### config.mk
export PLATFORM = sky130hd
export DESIGN_NAME = nn_layer
export DESIGN_NICKNAME = d
export VERILOG_FILES = /design/src/rtl/nn_pkg.sv /design/src/rtl/nn_neuron.sv /design/src/rtl/nn_layer.sv
export SDC_FILE = /design/constraint.sdc
export NUM_CORES = 2
export LEC_CHECK = 0
export CORE_ASPECT_RATIO = 1.2
export CORE_UTILIZATION = 50
export DETAILED_ROUTE_END_ITERATION = 7
export PLACE_DENSITY = 0.75
export SETUP_SLACK_MARGIN = 0.15
export SYNTH_ARGS = -nofsm -noshare
export SYNTH_HDL_FRONTEND = slang
export SYNTH_SLANG_ARGS = --single-unit
### constraint.sdc
create_clock -name clk_i -period 9.9 [get_ports clk_i]
set_input_delay 1.485 -clock clk_i [delete_from_list [all_inputs] [get_ports clk_i]]
set_output_delay 1.485 -clock clk_i [all_outputs]
set_load 0.05 [all_outputs]
### src/rtl/nn_pkg.sv
// rtl/nn_pkg.sv - shared FSM state, fixed-point defaults and saturation helper for nn_layer
package nn_pkg;

  localparam int DATA_LEN = 16;
  localparam int FRAC_LEN = 8;

  typedef enum logic [0:0] {
    ST_ACCUM = 1'b0,
    ST_DRAIN = 1'b1
  } state_t;

  // Clamp a sign-extended value to the signed range of a width-bit word (width <= 64).
  function automatic logic signed [63:0] saturate(input logic signed [63:0] v, input int width);
    logic signed [63:0] hi;
    logic signed [63:0] lo;
    hi = (64'sd1 <<< (width - 1)) - 64'sd1;
    lo = -(64'sd1 <<< (width - 1));
    if (v > hi)      saturate = hi;
    else if (v < lo) saturate = lo;
    else             saturate = v;
  endfunction

endpackage

### src/rtl/nn_neuron.sv
// rtl/nn_neuron.sv - one neuron: MAC accumulator, FRAC_LEN shift, saturate, activation
// Activation is ReLU when NN_LAYER_RELU_EN is defined, identity otherwise.
module nn_neuron
  import nn_pkg::*;
#(
  parameter int DATA_LEN = nn_pkg::DATA_LEN,
  parameter int FRAC_LEN = nn_pkg::FRAC_LEN,
  parameter int ACC_LEN  = 2 * nn_pkg::DATA_LEN + 2
) (
  input  logic                       clk,
  input  logic                       resetn,
  input  logic                       clear,
  input  logic                       acc_en,
  input  logic signed [DATA_LEN-1:0] x,
  input  logic signed [DATA_LEN-1:0] w,
  output logic signed [DATA_LEN-1:0] y
);

  logic signed [2*DATA_LEN-1:0] prod;
  logic signed [ACC_LEN-1:0]    acc_q;
  logic signed [ACC_LEN-1:0]    shifted;
  logic signed [DATA_LEN-1:0]   sat;

  assign prod = w * x;

  always_ff @(posedge clk) begin
    if (!resetn || clear) begin
      acc_q <= '0;
    end else if (acc_en) begin
      acc_q <= acc_q + ACC_LEN'(prod);
    end
  end

  // Arithmetic shift truncates toward minus infinity.
  assign shifted = acc_q >>> FRAC_LEN;
  assign sat     = DATA_LEN'(saturate(64'(shifted), DATA_LEN));

`ifdef NN_LAYER_RELU_EN
  assign y = sat[DATA_LEN-1] ? '0 : sat;
`else
  assign y = sat;
`endif

endmodule

### src/rtl/nn_layer.sv
// rtl/nn_layer.sv - fully connected layer: streams NUM_IN inputs, drains NUM_NEURONS outputs
// Optional ReLU activation selected by defining NN_LAYER_RELU_EN.
module nn_layer
  import nn_pkg::*;
#(
  parameter int DATA_LEN    = nn_pkg::DATA_LEN,
  parameter int FRAC_LEN    = nn_pkg::FRAC_LEN,
  parameter int NUM_IN      = 4,
  parameter int NUM_NEURONS = 4
) (
  input  logic                                    clk_i,
  input  logic                                    reset_ni,
  input  logic                                    w_we_i,
  input  logic [$clog2(NUM_NEURONS*NUM_IN)-1:0]   w_addr_i,
  input  logic signed [DATA_LEN-1:0]              w_data_i,
  input  logic                                    in_valid_i,
  output logic                                    in_ready_o,
  input  logic signed [DATA_LEN-1:0]              in_data_i,
  output logic                                    out_valid_o,
  input  logic                                    out_ready_i,
  output logic signed [DATA_LEN-1:0]              out_data_o,
  output logic [$clog2(NUM_NEURONS)-1:0]          out_idx_o
);

  localparam int ADDR_W  = $clog2(NUM_NEURONS * NUM_IN);
  localparam int K_W     = $clog2(NUM_IN);
  localparam int IDX_W   = $clog2(NUM_NEURONS);
  localparam int ACC_LEN = 2 * DATA_LEN + $clog2(NUM_IN);

  state_t state_q;
  state_t state_d;

  logic [K_W-1:0]   k_q;
  logic [IDX_W-1:0] idx_q;
  logic             accept;
  logic             out_fire;
  logic             last_beat;
  logic             last_out;

  logic signed [DATA_LEN-1:0] w_mem [NUM_NEURONS*NUM_IN];
  logic signed [DATA_LEN-1:0] y_all [NUM_NEURONS];

  assign accept    = in_ready_o && in_valid_i;
  assign out_fire  = out_valid_o && out_ready_i;
  assign last_beat = accept && (k_q == K_W'(NUM_IN - 1));
  assign last_out  = out_fire && (idx_q == IDX_W'(NUM_NEURONS - 1));

  always_ff @(posedge clk_i) begin
    if (!reset_ni) begin
      state_q <= ST_ACCUM;
    end else begin
      state_q <= state_d;
    end
  end

  always_comb begin
    state_d = state_q;
    case (state_q)
      ST_ACCUM: if (last_beat) state_d = ST_DRAIN;
      ST_DRAIN: if (last_out)  state_d = ST_ACCUM;
      default:                 state_d = ST_ACCUM;
    endcase
  end

  always_comb begin
    in_ready_o  = 1'b0;
    out_valid_o = 1'b0;
    case (state_q)
      ST_ACCUM: in_ready_o  = reset_ni;
      ST_DRAIN: out_valid_o = 1'b1;
      default: ;
    endcase
  end

  always_ff @(posedge clk_i) begin
    if (!reset_ni) begin
      k_q   <= '0;
      idx_q <= '0;
    end else begin
      if (accept) begin
        k_q <= last_beat ? '0 : k_q + K_W'(1);
      end
      if (out_fire) begin
        idx_q <= last_out ? '0 : idx_q + IDX_W'(1);
      end
    end
  end

  // Weight memory survives reset; reads are combinational so a same-cycle write is seen next cycle.
  always_ff @(posedge clk_i) begin
    if (w_we_i) begin
      w_mem[w_addr_i] <= w_data_i;
    end
  end

  for (genvar n = 0; n < NUM_NEURONS; n++) begin : g_neuron
    nn_neuron #(
      .DATA_LEN (DATA_LEN),
      .FRAC_LEN (FRAC_LEN),
      .ACC_LEN  (ACC_LEN)
    ) u_neuron (
      .clk    (clk_i),
      .resetn (reset_ni),
      .clear  (last_out),
      .acc_en (accept),
      .x      (in_data_i),
      .w      (w_mem[ADDR_W'(n * NUM_IN) + ADDR_W'(k_q)]),
      .y      (y_all[n])
    );
  end

  assign out_data_o = y_all[idx_q];
  assign out_idx_o  = idx_q;

endmodule

==> impl_metrics.sql <==
INSERT INTO impl_metrics (metric_group, metric, value, unit) VALUES
('timing', 'period_share', '0.815', ''),
('synthesis', 'synth-edff-count', '256', ''),
('floorplanning', 'top_level_ports', '61', ''),
('floorplanning', 'floorplan.die.width', '318', 'um'),
('routing', 'drt_pass1_iterations', '7', ''),
('routing', 'dr_total_vias', '41700', ''),
('clocking', 'clock_tree.buffer_depth', '3', ''),
('placement', 'final_estimated_routing_congestion_in_global_placement', '0.951', ''),
('global_routing', 'grt_use_total', '0.264', ''),
('timing', 'final-max-slew-violation-count', '0', ''),
('routing', 'drt_wl_total', '153000', 'um'),
('clocking', 'cts_repair_resize_count', '0', ''),
('routing', 'drcViolationCount', '0', ''),
('critical_path', 'critical_path.endpoint_type', 'register', ''),
('final_layout', 'layout.nets', '7589', ''),
('synthesis', 'count_of_yosys_warnings_during_synthesis', '0', ''),
('timing', 'setup_viol', '0', ''),
('critical_path', 'cp-start-kind', 'register', ''),
('final_layout', 'layout.cells.most_common', 'inv_1', ''),
('routing', 'final_antenna_net_count', '0', ''),
('floorplanning', 'die_area', '121000', 'sq um'),
('final_layout', 'final.fill_count', '10200', ''),
('run', 'max-cap-violations', '0', ''),
('clocking', 'cts_post_setup_buffers_inserted', '0', ''),
('synthesis', 'async_flop_share', '0', ''),
('floorplanning', 'row_count', '138', ''),
('global_routing', 'globalRouteOverflowTotal', '0', ''),
('floorplanning', 'die-height', '381', 'um'),
('worst_hold_path', 'min-delay-path-class', 'register to register', ''),
('routing', 'routed_length_per_instance', '20.3', 'um'),
('final_layout', 'drive_above_1_share', '0.0433', ''),
('floorplanning', 'start_util', '0.506', ''),
('final_layout', 'area_delta_synth_final', '6.23', '%'),
('placement', 'io_buffer_count', '60', ''),
('global_routing', 'largest_net_degree_at_the_start_of_global_routing', '66', ''),
('routing', 'route.detailed.vias_per_inst', '5.56', ''),
('synthesis', 'count_of_mapped_cells_out_of_synthesis', '6000', ''),
('global_routing', 'grt_pass1_wl', '248000', 'um'),
('clocking', 'number_of_buffers_added_by_the_clock_tree_synthesis_step', '47', ''),
('global_routing', 'grt_pass1_vias', '45900', ''),
('placement', 'dpl_worst_slack', '1340', 'ps'),
('critical_path', 'crit_arrival', '8580', 'ps'),
('timing', 'period_needed', '8070', 'ps'),
('clocking', 'clkLatencyLatePin', '660', 'ps'),
('timing', 'worst_pin_slew', '1370', 'ps'),
('critical_path', 'critPathMaxFanout', '37', ''),
('synthesis', 'seq_area_frac_synth', '0.176', ''),
('synthesis', 'post_synth_num_cell_types', '79', ''),
('timing', 'setup_total_negative_slack', '0', 'ps'),
('synthesis', 'synth_ff_type', 'edfxtp_1', ''),
('clocking', 'clkTransAtPathRegs', '60', 'ps'),
('synthesis', 'syn-num-nets', '7671', ''),
('timing', 'max-slew-margin-rel', '0.0834', ''),
('timing', 'clock_skew', '49.7', 'ps'),
('final_layout', 'final_cell_mix', 'inv_1, fa_1, nand2_1', ''),
('synthesis', 'synth.cell_area', '59900', 'sq um'),
('clocking', 'h-tree-depth', '2', ''),
('critical_path', 'cp.required', '10410', 'ps'),
('timing', 'setup_slack', '1830', 'ps'),
('global_routing', 'initial_antenna_violation_count', '9', ''),
('synthesis', 'post_synth.cell_area_avg', '9.98', 'sq um'),
('synthesis', 'yosys_register_bits', '399', ''),
('routing', 'drt-initial-drc-count', '3288', ''),
('floorplanning', 'core-area', '118000', 'sq um'),
('clocking', 'clock_root_cell', 'clkbuf_16', ''),
('timing', 'rsz0062_at_grt', 'false', ''),
('placement', 'hpwlAfterDp', '117000', 'um'),
('clocking', 'numClockSinks', '399', ''),
('timing', 'hold_viol_final', '0', ''),
('timing', 'max_freq', '124', 'MHz'),
('status', 'run_status', 'finished, final reports clean', ''),
('clocking', 'clock_tree_from_tritoncts', 'yes', ''),
('critical_path', 'start_to_end_type_of_the_worst_setup_path', 'register to register', ''),
('clocking', 'hold_buffer_count_at_cts', '0', '');
## registers in the layout, summed over array words and instances (netlist names), named ones only
name                     flops
k_q                          2
out_idx_o                    2
state_q                      1
g_neuron.u_neuron.acc_q    136
w_mem                      256
## synth_stat cells, types with 4 or more instances
master | n | share of area
buf_2 | 6 | 0.00050
nand3_1 | 26 | 0.0022
xnor2_1 | 91 | 0.013
o21ai_1 | 6 | 0.00050
clkbuf_1 | 235 | 0.015
a211o_1 | 10 | 0.0015
fa_1 | 1220 | 0.41
dfxtp_1 | 143 | 0.048
mux2i_1 | 5 | 0.00084
nor4_1 | 9 | 0.00094
nor2_1 | 214 | 0.013
o21ai_0 | 113 | 0.0094
a21oi_1 | 166 | 0.014
and2_1 | 486 | 0.051
ha_1 | 410 | 0.086
nand2b_1 | 26 | 0.0027
nor3_1 | 32 | 0.0027
a22oi_1 | 4 | 0.00050
or3_1 | 15 | 0.0016
a32o_1 | 5 | 0.00084
o31ai_1 | 11 | 0.0014
or2_2 | 6 | 0.00063
a41oi_1 | 4 | 0.00058
o21bai_1 | 13 | 0.0016
o21a_1 | 21 | 0.0026
o22ai_1 | 26 | 0.0027
nor3b_1 | 7 | 0.00088
nor2b_1 | 15 | 0.0016
buf_1 | 17 | 0.0011
a21o_1 | 44 | 0.0055
mux4_2 | 65 | 0.024
xor2_1 | 39 | 0.0057
o211ai_1 | 10 | 0.0013
a31oi_1 | 28 | 0.0029
inv_1 | 1410 | 0.088
and3_1 | 11 | 0.0011
nand2_1 | 689 | 0.043
edfxtp_1 | 256 | 0.13
a211oi_1 | 26 | 0.0033
a2111oi_0 | 4 | 0.00058
nand4_1 | 18 | 0.0019
## critical path, stage by stage (launching register included)
cell and delay, ps:
dfxtp_4 810, buf_4 440, mux4_2 770, and2_1 280, fa_1 530, inv_1 50, fa_1 460, fa_1 510
fa_1 550, inv_1 50, fa_1 480, inv_1 50, fa_1 490, inv_1 40, ha_1 420, nand4_1 130
o32ai_1 680, a21bo_2 300, a41o_1 230, a31oi_1 140, o21ai_0 240, xnor2_1 140, o21ai_0 80
## kinds of logic after synthesis
| family | count (synthesis) | synth area share |
|---|---|---|
| AOI/OAI and AO/OA | 535 | 0.0560 |
| xor gates and xnor gates | 130 | 0.0190 |
| adders and majority gates | 1630 | 0.493 |
| buffers and inverters | 1668 | 0.105 |
| DFF | 399 | 0.176 |
| muxes | 70 | 0.0253 |
| and+or+nand+nor | 1568 | 0.126 |
## cell type report
cell class	instances	area [sq um]	area share
antenna	6	15.0	0.000236
clock buffer	58	1260	0.0198
timing repair buffer	127	1070	0.0168
sequential	399	10600	0.166
inverter	1410	5290	0.0832
tap	1540	1930	0.0303
clock inverter	30	388	0.00610
multi-input combinational	3933	43100	0.678
## worst paths after layout
| kind | start | endpoint | slack [ps] | depth (start not counted) |
|---|---|---|---|---|
| worst max-delay path | k_q[0] | g_neuron[1].u_neuron.acc_q[32] | 1830 | 22 |
| worst min-delay path | g_neuron[3].u_neuron.acc_q[1] | g_neuron[3].u_neuron.acc_q[1] | 460 | 2 |
| worst min register to register | g_neuron[3].u_neuron.acc_q[1] | g_neuron[3].u_neuron.acc_q[1] | 460 | 2 |
| worst max register to register | k_q[0] | g_neuron[1].u_neuron.acc_q[32] | 1830 | 22 |
## through the flow
| step | util | hold slack (ps) | instances | instance area (sq um) |
|---|---|---|---|---|
| after floorplan | - | 436 | 6000 | 59900 |
| after CTS | 0.537 | 465 | 7497 | 63600 |
| after global routing | 0.537 | 485 | 7500 | 63600 |
| after detailed placement | 0.523 | 456 | 7409 | 62000 |
| after global placement | 0.523 | 447 | 7409 | 62000 |
| final | 0.537 | 461 | 7503 | 63600 |
## per-layer routing
| layer | GRT usage | part of all wire | up-vias |
|---|---|---|---|
| li1 | - | - | 18100 |
| met1 | 0.325 | 0.37 | 21400 |
| met2 | 0.441 | 0.49 | 1803 |
| met3 | 0.0457 | 0.082 | 465 |
| met4 | 0.144 | 0.062 | 6 |
| met5 | 0 | 0.00027 | - |
Power is not shown: default switching activity piles up to over one toggle a cycle in this logic, so the estimate is an artifact.
